<file path="src/rtl/pe_mac_dbw_pkg.sv">
// Shared types and constants for the pe_mac_dbw processing element.
// Saturation limits apply when PE_SAT_EN is defined; wrap is the default.
package pe_pkg;

  localparam int PE_DW = 16;

  typedef logic signed [PE_DW-1:0] data_t;

  typedef enum logic {
    PE_MODE_WS = 1'b0,
    PE_MODE_OS = 1'b1
  } pe_mode_e;

  localparam data_t SAT_MAX = {1'b0, {(PE_DW-1){1'b1}}};
  localparam data_t SAT_MIN = {1'b1, {(PE_DW-1){1'b0}}};

endpackage

</file>
<file path="src/rtl/pe_mac_dbw_fxp_narrow.sv">
// Combinational signed narrower with overflow detect.
// PE_SAT_EN defined: clamp to the output range; undefined: two's-complement wrap.
module fxp_narrow #(
  parameter int IN_W  = 32,
  parameter int OUT_W = 16
) (
  input  logic [IN_W-1:0]  i_val,
  output logic [OUT_W-1:0] o_val,
  output logic             o_ovf
);

  logic [IN_W-OUT_W:0] w_top;
  logic                w_ovf;

  // Value fits only if every bit above the output sign bit matches it.
  assign w_top = i_val[IN_W-1:OUT_W-1];
  assign w_ovf = ~((&w_top) | ~(|w_top));
  assign o_ovf = w_ovf;

`ifdef PE_SAT_EN
  always_comb begin
    o_val = i_val[OUT_W-1:0];
    if (w_ovf) begin
      o_val = i_val[IN_W-1] ? {1'b1, {(OUT_W-1){1'b0}}}
                            : {1'b0, {(OUT_W-1){1'b1}}};
    end
  end
`else
  assign o_val = i_val[OUT_W-1:0];
`endif

endmodule

</file>
<file path="src/rtl/pe_mac_dbw.sv">
// Systolic MAC processing element with shadow/active weight double buffer,
// WS and OS dataflow modes. Narrowing mode selected by PE_SAT_EN.
module pe_mac_dbw
  import pe_pkg::*;
#(
  parameter int DATA_WIDTH = PE_DW,
  parameter int FRAC_BITS  = 8
) (
  input  logic                  clk,
  input  logic                  rst,
  input  logic                  pe_enabled,
  input  logic                  pe_mode_in,
  input  logic [DATA_WIDTH-1:0] pe_psum_in,
  input  logic [DATA_WIDTH-1:0] pe_weight_in,
  input  logic                  pe_accept_w_in,
  input  logic [DATA_WIDTH-1:0] pe_input_in,
  input  logic                  pe_valid_in,
  input  logic                  pe_switch_in,
  input  logic                  pe_drain_in,
  output logic [DATA_WIDTH-1:0] pe_psum_out,
  output logic                  pe_psum_valid_out,
  output logic [DATA_WIDTH-1:0] pe_weight_out,
  output logic                  pe_accept_w_out,
  output logic [DATA_WIDTH-1:0] pe_input_out,
  output logic                  pe_valid_out,
  output logic                  pe_switch_out,
  output logic                  pe_drain_out,
  output logic                  pe_ovf_out
);

  localparam int W = DATA_WIDTH;

  logic [W-1:0]   r_shadow;
  logic [W-1:0]   r_active;
  logic [W-1:0]   r_acc;

  pe_mode_e       w_mode;
  logic [W-1:0]   w_w_eff;
  logic [2*W-1:0] w_mul_a;
  logic [2*W-1:0] w_mul_b;
  logic [2*W-1:0] w_prod_full;
  logic [2*W-1:0] w_prod_shift;
  logic [W-1:0]   w_prod_n;
  logic           w_prod_ovf;
  logic [W-1:0]   w_addend;
  logic [W:0]     w_sum;
  logic [W-1:0]   w_sum_n;
  logic           w_sum_ovf;
  logic           w_ovf_evt;

  assign w_mode = pe_mode_e'(pe_mode_in);

  // Switch on this edge already multiplies with the shadow weight.
  assign w_w_eff      = pe_switch_in ? r_shadow : r_active;
  assign w_mul_a      = {{W{w_w_eff[W-1]}}, w_w_eff};
  assign w_mul_b      = {{W{pe_input_in[W-1]}}, pe_input_in};
  assign w_prod_full  = w_mul_a * w_mul_b;
  assign w_prod_shift = $signed(w_prod_full) >>> FRAC_BITS;

  fxp_narrow #(.IN_W(2*W), .OUT_W(W)) u_narrow_prod (
    .i_val (w_prod_shift),
    .o_val (w_prod_n),
    .o_ovf (w_prod_ovf)
  );

  // A drain restarts the accumulator from the current product alone.
  always_comb begin
    w_addend = pe_psum_in;
    if (w_mode == PE_MODE_OS) begin
      w_addend = pe_drain_in ? '0 : r_acc;
    end
  end

  assign w_sum = {w_prod_n[W-1], w_prod_n} + {w_addend[W-1], w_addend};

  fxp_narrow #(.IN_W(W+1), .OUT_W(W)) u_narrow_sum (
    .i_val (w_sum),
    .o_val (w_sum_n),
    .o_ovf (w_sum_ovf)
  );

  assign w_ovf_evt = pe_enabled & pe_valid_in & (w_prod_ovf | w_sum_ovf);

  always_ff @(posedge clk or posedge rst) begin
    if (rst) begin
      r_shadow          <= '0;
      r_active          <= '0;
      r_acc             <= '0;
      pe_psum_out       <= '0;
      pe_psum_valid_out <= 1'b0;
      pe_weight_out     <= '0;
      pe_accept_w_out   <= 1'b0;
      pe_input_out      <= '0;
      pe_valid_out      <= 1'b0;
      pe_switch_out     <= 1'b0;
      pe_drain_out      <= 1'b0;
      pe_ovf_out        <= 1'b0;
    end else if (!pe_enabled) begin
      pe_psum_out       <= '0;
      pe_psum_valid_out <= 1'b0;
      pe_weight_out     <= '0;
      pe_accept_w_out   <= 1'b0;
      pe_input_out      <= '0;
      pe_valid_out      <= 1'b0;
      pe_switch_out     <= 1'b0;
      pe_drain_out      <= 1'b0;
    end else begin
      pe_valid_out      <= pe_valid_in;
      pe_switch_out     <= pe_switch_in;
      pe_drain_out      <= pe_drain_in;
      pe_accept_w_out   <= pe_accept_w_in;
      pe_weight_out     <= pe_accept_w_in ? pe_weight_in : '0;
      pe_psum_out       <= '0;
      pe_psum_valid_out <= 1'b0;

      if (pe_accept_w_in) r_shadow <= pe_weight_in;
      if (pe_switch_in)   r_active <= r_shadow;
      if (pe_valid_in)    pe_input_out <= pe_input_in;
      if (w_ovf_evt)      pe_ovf_out <= 1'b1;

      if (w_mode == PE_MODE_WS) begin
        if (pe_valid_in) begin
          pe_psum_out       <= w_sum_n;
          pe_psum_valid_out <= 1'b1;
        end
      end else begin
        if (pe_drain_in) begin
          pe_psum_out       <= r_acc;
          pe_psum_valid_out <= 1'b1;
          r_acc             <= '0;
        end
        if (pe_valid_in) r_acc <= w_sum_n;
      end
    end
  end

endmodule

</file>
<file path="config.mk">
export PLATFORM = sky130hd
export DESIGN_NAME = pe_mac_dbw
export DESIGN_NICKNAME = d
export VERILOG_FILES = /design/src/rtl/pe_mac_dbw_pkg.sv /design/src/rtl/pe_mac_dbw_fxp_narrow.sv /design/src/rtl/pe_mac_dbw.sv
export SDC_FILE = /design/constraint.sdc
export NUM_CORES = 1
export LEC_CHECK = 0
export ABC_CLOCK_PERIOD_IN_PS = 7100
export BUFFER_PORTS_ARGS = -buffer_cell sky130_fd_sc_hd__buf_2
export CAP_MARGIN = 20
export CORE_ASPECT_RATIO = 1.75
export CORE_UTILIZATION = 55
export DETAILED_ROUTE_END_ITERATION = 10
export PLACE_DENSITY = 0.77
export SLEW_MARGIN = 20
export SYNTH_ARGS = -nofsm -noshare
export SYNTH_HDL_FRONTEND = slang
export SYNTH_SLANG_ARGS = --single-unit
</file>
<file path="constraint.sdc">
create_clock -name clk -period 7.1 [get_ports clk]
set_input_delay 0.71 -clock clk [delete_from_list [all_inputs] [get_ports clk]]
set_output_delay 0.71 -clock clk [all_outputs]
set_load 0.1 [all_outputs]
</file>
Word level (Yosys, flattened, before mapping)

Index checks and enable logic that the tools add are counted.

Bits in registers: 102
Bits in latches: 0
Memory bits (writable): 0
Bits in read-only memories: 0
Bits of input ports: 56
Output and inout bits: 54
Logic and storage cells: 51
Memories: 0

Add/sub/neg operators: 1
Multiply operators: 1
Divide/modulo/power cells: 0
$lt $le $gt $ge: 0
Equal/unequal tests: 1
Shift-type cells: 0
Mux-type cells: 20
Bitwise logic cells: 9
Reduce and logical (&&, ||, !) cells: 7

Operators with widths:

| cell               | number |
|---|---|
| $mux 16            | 12 |
| $mul 16x16->32     | 1 |
| $add 16x16->17     | 1 |
| $reduce_and 9->1   | 1 |
| $reduce_or 9->1    | 1 |
| $mux 1             | 8 |
| $reduce_and 2->1   | 4 |
| $not 1->1          | 4 |
| $or 1x1->1         | 3 |
| $and 1x1->1        | 2 |
| $ne 2x1->1 const B | 1 |
| $reduce_or 2->1    | 1 |

Depth between registers and ports, before layout

Gate-level depths: netlist of run 1.

Depth after elaboration: 10
Depth in mapped cells: 35
Depth with buffers taken out: 32

By module

From an unflattened synthesis of run 1, not the netlist that was laid out.

Cell total of the unflattened synthesis: 1,510
Area, all modules: 14,730.4 µm²

By module, submodules not included:

| module                      | instances | cells each | area each (µm²) | seq. area each (µm²) |
|---|---|---|---|---|
| pe_mac_dbw                  | 1         | 1,465      | 14,402.6        | 2,552.4 |
| fxp_narrow at u_narrow_prod | 1         | 28         | 198.9           | 0.0 |
| fxp_narrow at u_narrow_sum  | 1         | 17         | 128.9           | 0.0 |

Least setup slack after synthesis of run 1

Ideal clock, no wire load.

Path kind: input -> register
Start: input pe_switch_in
End: register pe_ovf_out
Library setup time: 0.126 ns
Arrival: 7.930 ns
Required time: 6.974 ns
Setup slack: -0.956 ns
Cell stages on the path: 34
Path buffers: 3
Path through: buf_6 > clkbuf_1 > mux2_2 > clkbuf_1 > and2_1 > fa_1 > inv_1 > fa_1 > inv_1 > ha_1 > fa_1 > fa_1 > inv_1 > fa_1 > inv_1 > ha_1 > a211o_1 > a211oi_1 > a21oi_2 > o21ai_1 > a31oi_1 > and2_1 > o21a_1 > o21a_1 > nor2_1 > xnor2_1 > ha_1 > or3_1 > o21ai_0 > a21oi_1 > a221oi_1 > xnor2_1 > a21oi_1 > o21ai_2

Cells in the longest elaborated chain, start to end: 10
Elaborated cells on any way between the ends: 16
Classes of those cells: add/sub (1); mul (1); mux (1); bitwise (8); reduce/logical (5)

Ends and longest elaborated chain:

| item                                | line                        | RTL |
|---|---|---|
| from (decl)                         | pe_mac_dbw.sv:18            | `input logic pe_switch_in,` |
| $mux 16 *                           | n/a                         |  |
| $mul 16x16->32 *                    | pe_mac_dbw.sv:57            | `assign w_prod_full = w_mul_a * w_mul_b;` |
| $add 16x16->17                      | pe_mac_dbw.sv:74            | `assign w_sum = {w_prod_n[W-1], w_prod_n} + {w_addend[W-1], w_addend};` |
| $reduce_or 2->1                     | pe_mac_dbw_fxp_narrow.sv:17 | `assign w_ovf = ~((&w_top) \| ~(\|w_top));` |
| $not 1->1                           | pe_mac_dbw_fxp_narrow.sv:17 |  |
| $or 1x1->1                          | pe_mac_dbw_fxp_narrow.sv:17 |  |
| $not 1->1                           | pe_mac_dbw_fxp_narrow.sv:17 |  |
| $or 1x1->1 *                        | pe_mac_dbw.sv:82            | `assign w_ovf_evt = pe_enabled & pe_valid_in & (w_prod_ovf \| w_sum_ovf);` |
| $and 1x1->1 *                       | pe_mac_dbw.sv:82            |  |
| $reduce_and 2->1 (no source line) * | n/a                         |  |
| to (signal assigned)                | pe_mac_dbw.sv:97            | `pe_ovf_out <= 1'b0;` |
| to (signal assigned)                | pe_mac_dbw.sv:119           | `if (w_ovf_evt) pe_ovf_out <= 1'b1;` |
| to (decl)                           | pe_mac_dbw.sv:28            | `output logic pe_ovf_out` |

Mark *: on every way between the ends. The rest lies on a longest branch, timed or not.
A chain may end at the register's enable or synchronous reset.

Worst setup path in the final report of run 1

Same ends and word-level chain as after synthesis.

==> results of run 1 <==
-- path summary, 6_finish.rpt --
| path | startpoint | endpoint | slack (ns) | cells past startpoint |
|---|---|---|---|---|
| setup / recovery | pe_switch_in | pe_ovf_out | -0.19 | 28 |
| hold / removal | rst | pe_weight_out[0] | 0.41 | 2 |
| max in group asynchronous | rst | pe_input_out[0] | 5.58 | 3 |
| min in group clk | pe_ovf_out | pe_ovf_out | 0.51 | 2 |
| hold reg to reg | pe_ovf_out | pe_ovf_out | 0.51 | 2 |
| setup reg to reg | r_shadow[3] | pe_ovf_out | -0.12 | 29 |
-- logic make-up after synthesis --
logic type      Yosys count  synth area share
simple gates            403             0.145
buf+inv                 386            0.0994
fa+ha+maj               357             0.439
compound gates          167            0.0781
flops                   102             0.174
mux                      49            0.0367
xor+xnor                 46            0.0275
-- final cells by class --
cell class | count | area (um2) | share of cell area
Timing Repair Buffer | 350 | 2500 | 0.138
Clock inverter | 7 | 97.6 | 0.00538
Tap cell | 320 | 400 | 0.0221
Antenna cell | 1 | 2.50 | 0.000138
Multi-Input combinational cell | 1024 | 11100 | 0.614
Inverter | 325 | 1220 | 0.0674
Clock buffer | 9 | 225 | 0.0124
Sequential cell | 102 | 2550 | 0.141
-- what timing repair did --
| action | 4_1_cts | 5_1_grt |
|---|---|---|
| setup buffers | 19 | 4 |
| gates cloned | 4 | 0 |
| setup endpoints to repair | 16 | 15 |
| resized for setup | 36 | 45 |
| hold endpoints to repair | 0 | 0 |
| pin swaps | 26 | 16 |
-- cells in the final DEF (no fill, tap or decap), types with 21 or more instances in the layout --
master	Yosys	final
buf_2	0	108
ha_1	95	79
o21ai_0	41	35
dfrtp_1	102	102
a22o_1	23	23
inv_1	325	317
xnor2_1	33	30
and2_1	125	113
nor2_1	32	30
nor2b_1	23	23
mux2_2	30	21
buf_4	0	228
nand2_1	139	135
fa_1	262	259
a21o_1	38	38
-- registers in the layout, indices dropped and copies added, names as in the netlist, 16 cells and up --
signal,flops
r_shadow,16
pe_psum_out,16
pe_input_out,16
pe_weight_out,16
r_active,16
r_acc,16
-- through the flow --
step	util	instances	TNS [ns]	hold slack, ns
floorplan	-	1510	-2.38	0.462
global placement	0.659	2094	-9.82	0.483
CTS	0.686	2133	-0.551	0.436
finish	0.696	2138	-0.877	0.408
detailed placement	0.659	2094	-12.05	0.478
global route	0.696	2137	-4.29	0.467
-- per-layer routing --
metal / GRT usage / vias to the layer above
li1: - / 5232
met1: 0.337 / 5938
met2: 0.580 / 415
met3: 0.0554 / 152
met4: 0.202 / 2
met5: 0 / -
==> flow_summary.json, run 1 <==
{
  "status": "finished, violations left",
  "violations": "DRC, setup timing",
  "vias_per_cell": 5.49,
  "clock_path_buffers": 2,
  "grtUsageTotal": 0.317,
  "rsz0062_at_grt": "true",
  "dpl.hpwl_mm": 31.9,
  "die_height_um": 218,
  "grt_max_degree": 56,
  "io_pins": 110,
  "dr_wl_met2_mm": 21.6,
  "start_util": 0.562,
  "slew_violations": 0,
  "fill_cells": 1814,
  "ctsHoldBuffers": 0,
  "yosys.cell_count.top_type": "inv_1",
  "crit_family": "adder cells",
  "cp.required_ns": 7.38,
  "die_w_um": 125,
  "htreeDepth": 3,
  "cp_slowest_stage_delay_ns": 0.56,
  "drc_errors": 4,
  "cts_tree": "done",
  "skew_ns": 0.0167,
  "yosysUniqueCellTypes": 57,
  "criticalPathCategory": "input pin to register",
  "antenna_found_initial": 2,
  "netlist_area_um2": 14700,
  "yosysWarningCount": 0,
  "firstDrtPassIters": 10,
  "slew_headroom": 0.384,
  "yosysSeqAreaShare": 0.174,
  "grt_pass1_vias": 13100,
  "final_area_um2": 18100,
  "clk_pin_slew_worst_paths_ns": 0.09,
  "worstMarginPinSlew_ns": 0.920,
  "synth_enable_flop_cells": 0,
  "ys.flop_type": "dfrtp_1",
  "avgSynthCellArea_um2": 9.70,
  "path_common_cell": "fa_1",
  "clock_latency_ns": 0.39,
  "rows": 78,
  "startpoint_type": "input pin",
  "synth.top_cell.area_share": 0.358,
  "drt-initial-drc-count": 673,
  "hold_violations": 0,
  "post_dp_cell_area_um2": 17200,
  "wl_met3_mm": 2.14,
  "slowest_stage": "fa_1",
  "synth.area.top_cells": "fa_1, dfrtp_1, inv_1, ha_1, and2_1",
  "finalSetupViolations": 9,
  "max-cap-violations": 0,
  "layout_setup_ws_ns": -0.193,
  "fp.dieArea_um2": 27300,
  "netlist_instances": 1510,
  "layout-drive-gt1-share": 0.272,
  "wirelength_mm": 40.5,
  "clkSinkCount": 102,
  "grt_overflow_total": 0,
  "syn_nets": 1923,
  "wl_per_cell_um": 19.0,
  "io_buffers": 109,
  "cts_buffers": 9,
  "clockRootBuffer": "clkbuf_16",
  "wl_met1_mm": 14.1,
  "core-area_um2": 26100,
  "synth_commonest_cells": "inv_1, fa_1, nand2_1",
  "min_period_over_period": 1.03,
  "endpoint_kind": "register",
  "crit_buf_inv": 7,
  "ys_ff_latch": 102,
  "ys_async_sr_fraction": 1.00,
  "syn_to_final_growth_pct": 23.7,
  "fin_crit_ns": 7.29,
  "hp-class": "input pin to async pin",
  "place.gp.congestion": 0.930,
  "antenna_left": 0,
  "synth.largest_area_cell": "fa_1",
  "via_count": 11700,
  "grt_pass1_wl_mm": 65.9,
  "worst_ep_arrival_time_ns": 7.57,
  "dpl_worst_slack_ns": -0.855,
  "path_max_fanout": 7,
  "max_clock_freq_mhz": 137,
  "top_layer": "met5",
  "nets": 2225
}
Power of run 1 is not shown: default switching activity piles up to over one toggle a cycle in this logic, so the estimate is an artifact.
==> inputs of run 2 (changes only) <==
Settings changed: ABC_CLOCK_PERIOD_IN_PS 7100 to 6550, BUFFER_PORTS_ARGS -buffer_cell sky130_fd_sc_hd__buf_2 to -buffer_cell sky130_fd_sc_hd__buf_4.
Clock period 7.1 ns to 6.55 ns, I/O delays scaled along.
==> run 2 against run 1 <==
  * The run still ends with DRC, setup timing left
  * Die area did not move
  * First-iteration DRC count decreased by 7.6%
  * Critical path depth down 2
  * Critical endpoint unchanged
==> flow_summary.json, run 2 (synthesis results as in run 1) <==
{
  "worstRegToRegCells": 25,
  "rsz0062_at_grt": "true",
  "dr_wl_met2_mm": 23.8,
  "syn_to_final_growth_pct": 27.2,
  "drt-initial-drc-count": 622,
  "antenna_found_initial": 0,
  "hp-class": "input pin to async pin",
  "io_pins": 110,
  "wl_per_cell_um": 20.1,
  "layout-drive-gt1-share": 0.290,
  "hold_violations": 0,
  "reg2reg_slack_ns": -0.81,
  "wl_met3_mm": 1.75,
  "die_height_um": 218,
  "status": "finished, violations left",
  "min_period_over_period": 1.13,
  "worst_ep_arrival_time_ns": 7.65,
  "skew_ns": 0.00724,
  "max_clock_freq_mhz": 135,
  "via_count": 12000,
  "fp.dieArea_um2": 27300,
  "max-cap-violations": 0,
  "criticalPathCategory": "input pin to register",
  "top_layer": "met4",
  "grt_max_degree": 67,
  "clockRootBuffer": "clkbuf_16",
  "mostFrequentLayoutCells": "buf_4, inv_1, fa_1",
  "nets": 2238,
  "vias_per_cell": 5.59,
  "slew_violations": 0,
  "startpoint_type": "input pin",
  "grt_pass1_wl_mm": 68.7,
  "setup_tns_ns": -11.41,
  "whs_ns": 0.298,
  "htreeDepth": 3,
  "clkSinkCount": 102,
  "endpoint_kind": "register",
  "cts_tree": "done",
  "final_common_cell": "buf_4",
  "core-area_um2": 26100,
  "grt_pass1_vias": 13600,
  "clock_path_buffers": 2,
  "worstMarginPinSlew_ns": 1.09,
  "wirelength_mm": 43.2,
  "cp.required_ns": 6.81,
  "diodes": 0,
  "finalSetupViolations": 22,
  "place.gp.congestion": 0.944,
  "antenna_left": 0,
  "layout_setup_ws_ns": -0.836,
  "clock_latency_ns": 0.37,
  "path_max_fanout": 7,
  "rows": 78,
  "fin_crit_ns": 7.39,
  "die_w_um": 125,
  "start_util": 0.562,
  "dpl.hpwl_mm": 33.6,
  "io_buffers": 109,
  "drc_errors": 1,
  "wl_met1_mm": 14.8,
  "violations": "DRC, setup timing",
  "grt_overflow_total": 0,
  "cts_buffers": 9,
  "grtUsageTotal": 0.329,
  "rr_endpoint": "pe_ovf_out",
  "firstDrtPassIters": 11,
  "slew_headroom": 0.269,
  "reg2reg_from": "r_shadow[5]",
  "clk_pin_slew_worst_paths_ns": 0.08
}
[run 2: cell count changes in the layout (fill, tap and decap cells not counted), sizes merged, moves of 2 or more]
cell and delta:
clkbuf +3, buf +16, inv -4, mux2 -2
[run 2: final cells by class]
type / count / area [um2]
Sequential cell: 102 / 2550
Tap cell: 320 / 400
Clock inverter: 4 / 41.3
Inverter: 325 / 1220
Clock buffer: 12 / 267
Multi-Input combinational cell: 1022 / 11200
Fill cell: 1755 / 7420
Timing Repair Buffer: 365 / 2910
[run 2: through the flow]
| stage | util | cells | setup WS (ns) | area [um2] |
|---|---|---|---|---|
| 2_1_floorplan | - | 1510 | -0.825 | 14900 |
| 3_3_place_gp | 0.674 | 2099 | -1.13 | 17600 |
| 3_5_place_dp | 0.674 | 2099 | -1.21 | 17600 |
| 4_1_cts | 0.704 | 2143 | -0.629 | 18400 |
| 5_1_grt | 0.715 | 2150 | -1.02 | 18600 |
| 6_report | 0.715 | 2150 | -0.836 | 18600 |
[run 2: how the worst max path moves through the flow]
stage                 startpoint              end
floorplan           pe_switch_in       pe_ovf_out
global placement    pe_switch_in       pe_ovf_out
detailed placement  pe_switch_in  pe_psum_out[15]
CTS                 pe_switch_in        r_acc[14]
global route        pe_switch_in       pe_ovf_out
finish              pe_switch_in       pe_ovf_out
[run 2: critical path, stage by stage]
cell      delay [ns]
buf_16          0.13
buf_4           0.13
mux2_4          0.31
and2_4          0.17
fa_1            0.54
inv_1           0.06
fa_1            0.49
fa_1            0.50
inv_1           0.06
fa_1            0.50
fa_1            0.45
fa_1            0.56
ha_4            0.22
a21o_1          0.18
a21oi_2         0.19
a21boi_1        0.12
a311o_2         0.45
a21bo_1         0.24
a21oi_2         0.20
xnor2_1         0.12
ha_1            0.37
a21o_1          0.18
a221o_1         0.41
xnor2_1         0.15
a21oi_1         0.17
o21ai_2         0.07
[run 2: timing repair]
action,4_1_cts,5_1_grt
setup endpoints to repair,22,25
resized for setup,66,51
setup buffers,28,17
gates cloned,1,0
pin swaps,62,67
hold buffers,0,0
[run 2: per-layer routing]
layer / global-route usage / vias up
met4: 0.204 / 0
li1: - / 5249
met2: 0.627 / 487
met5: 0 / -
met3: 0.0329 / 204
met1: 0.344 / 6079
Power of run 2 is left out for the same reason.
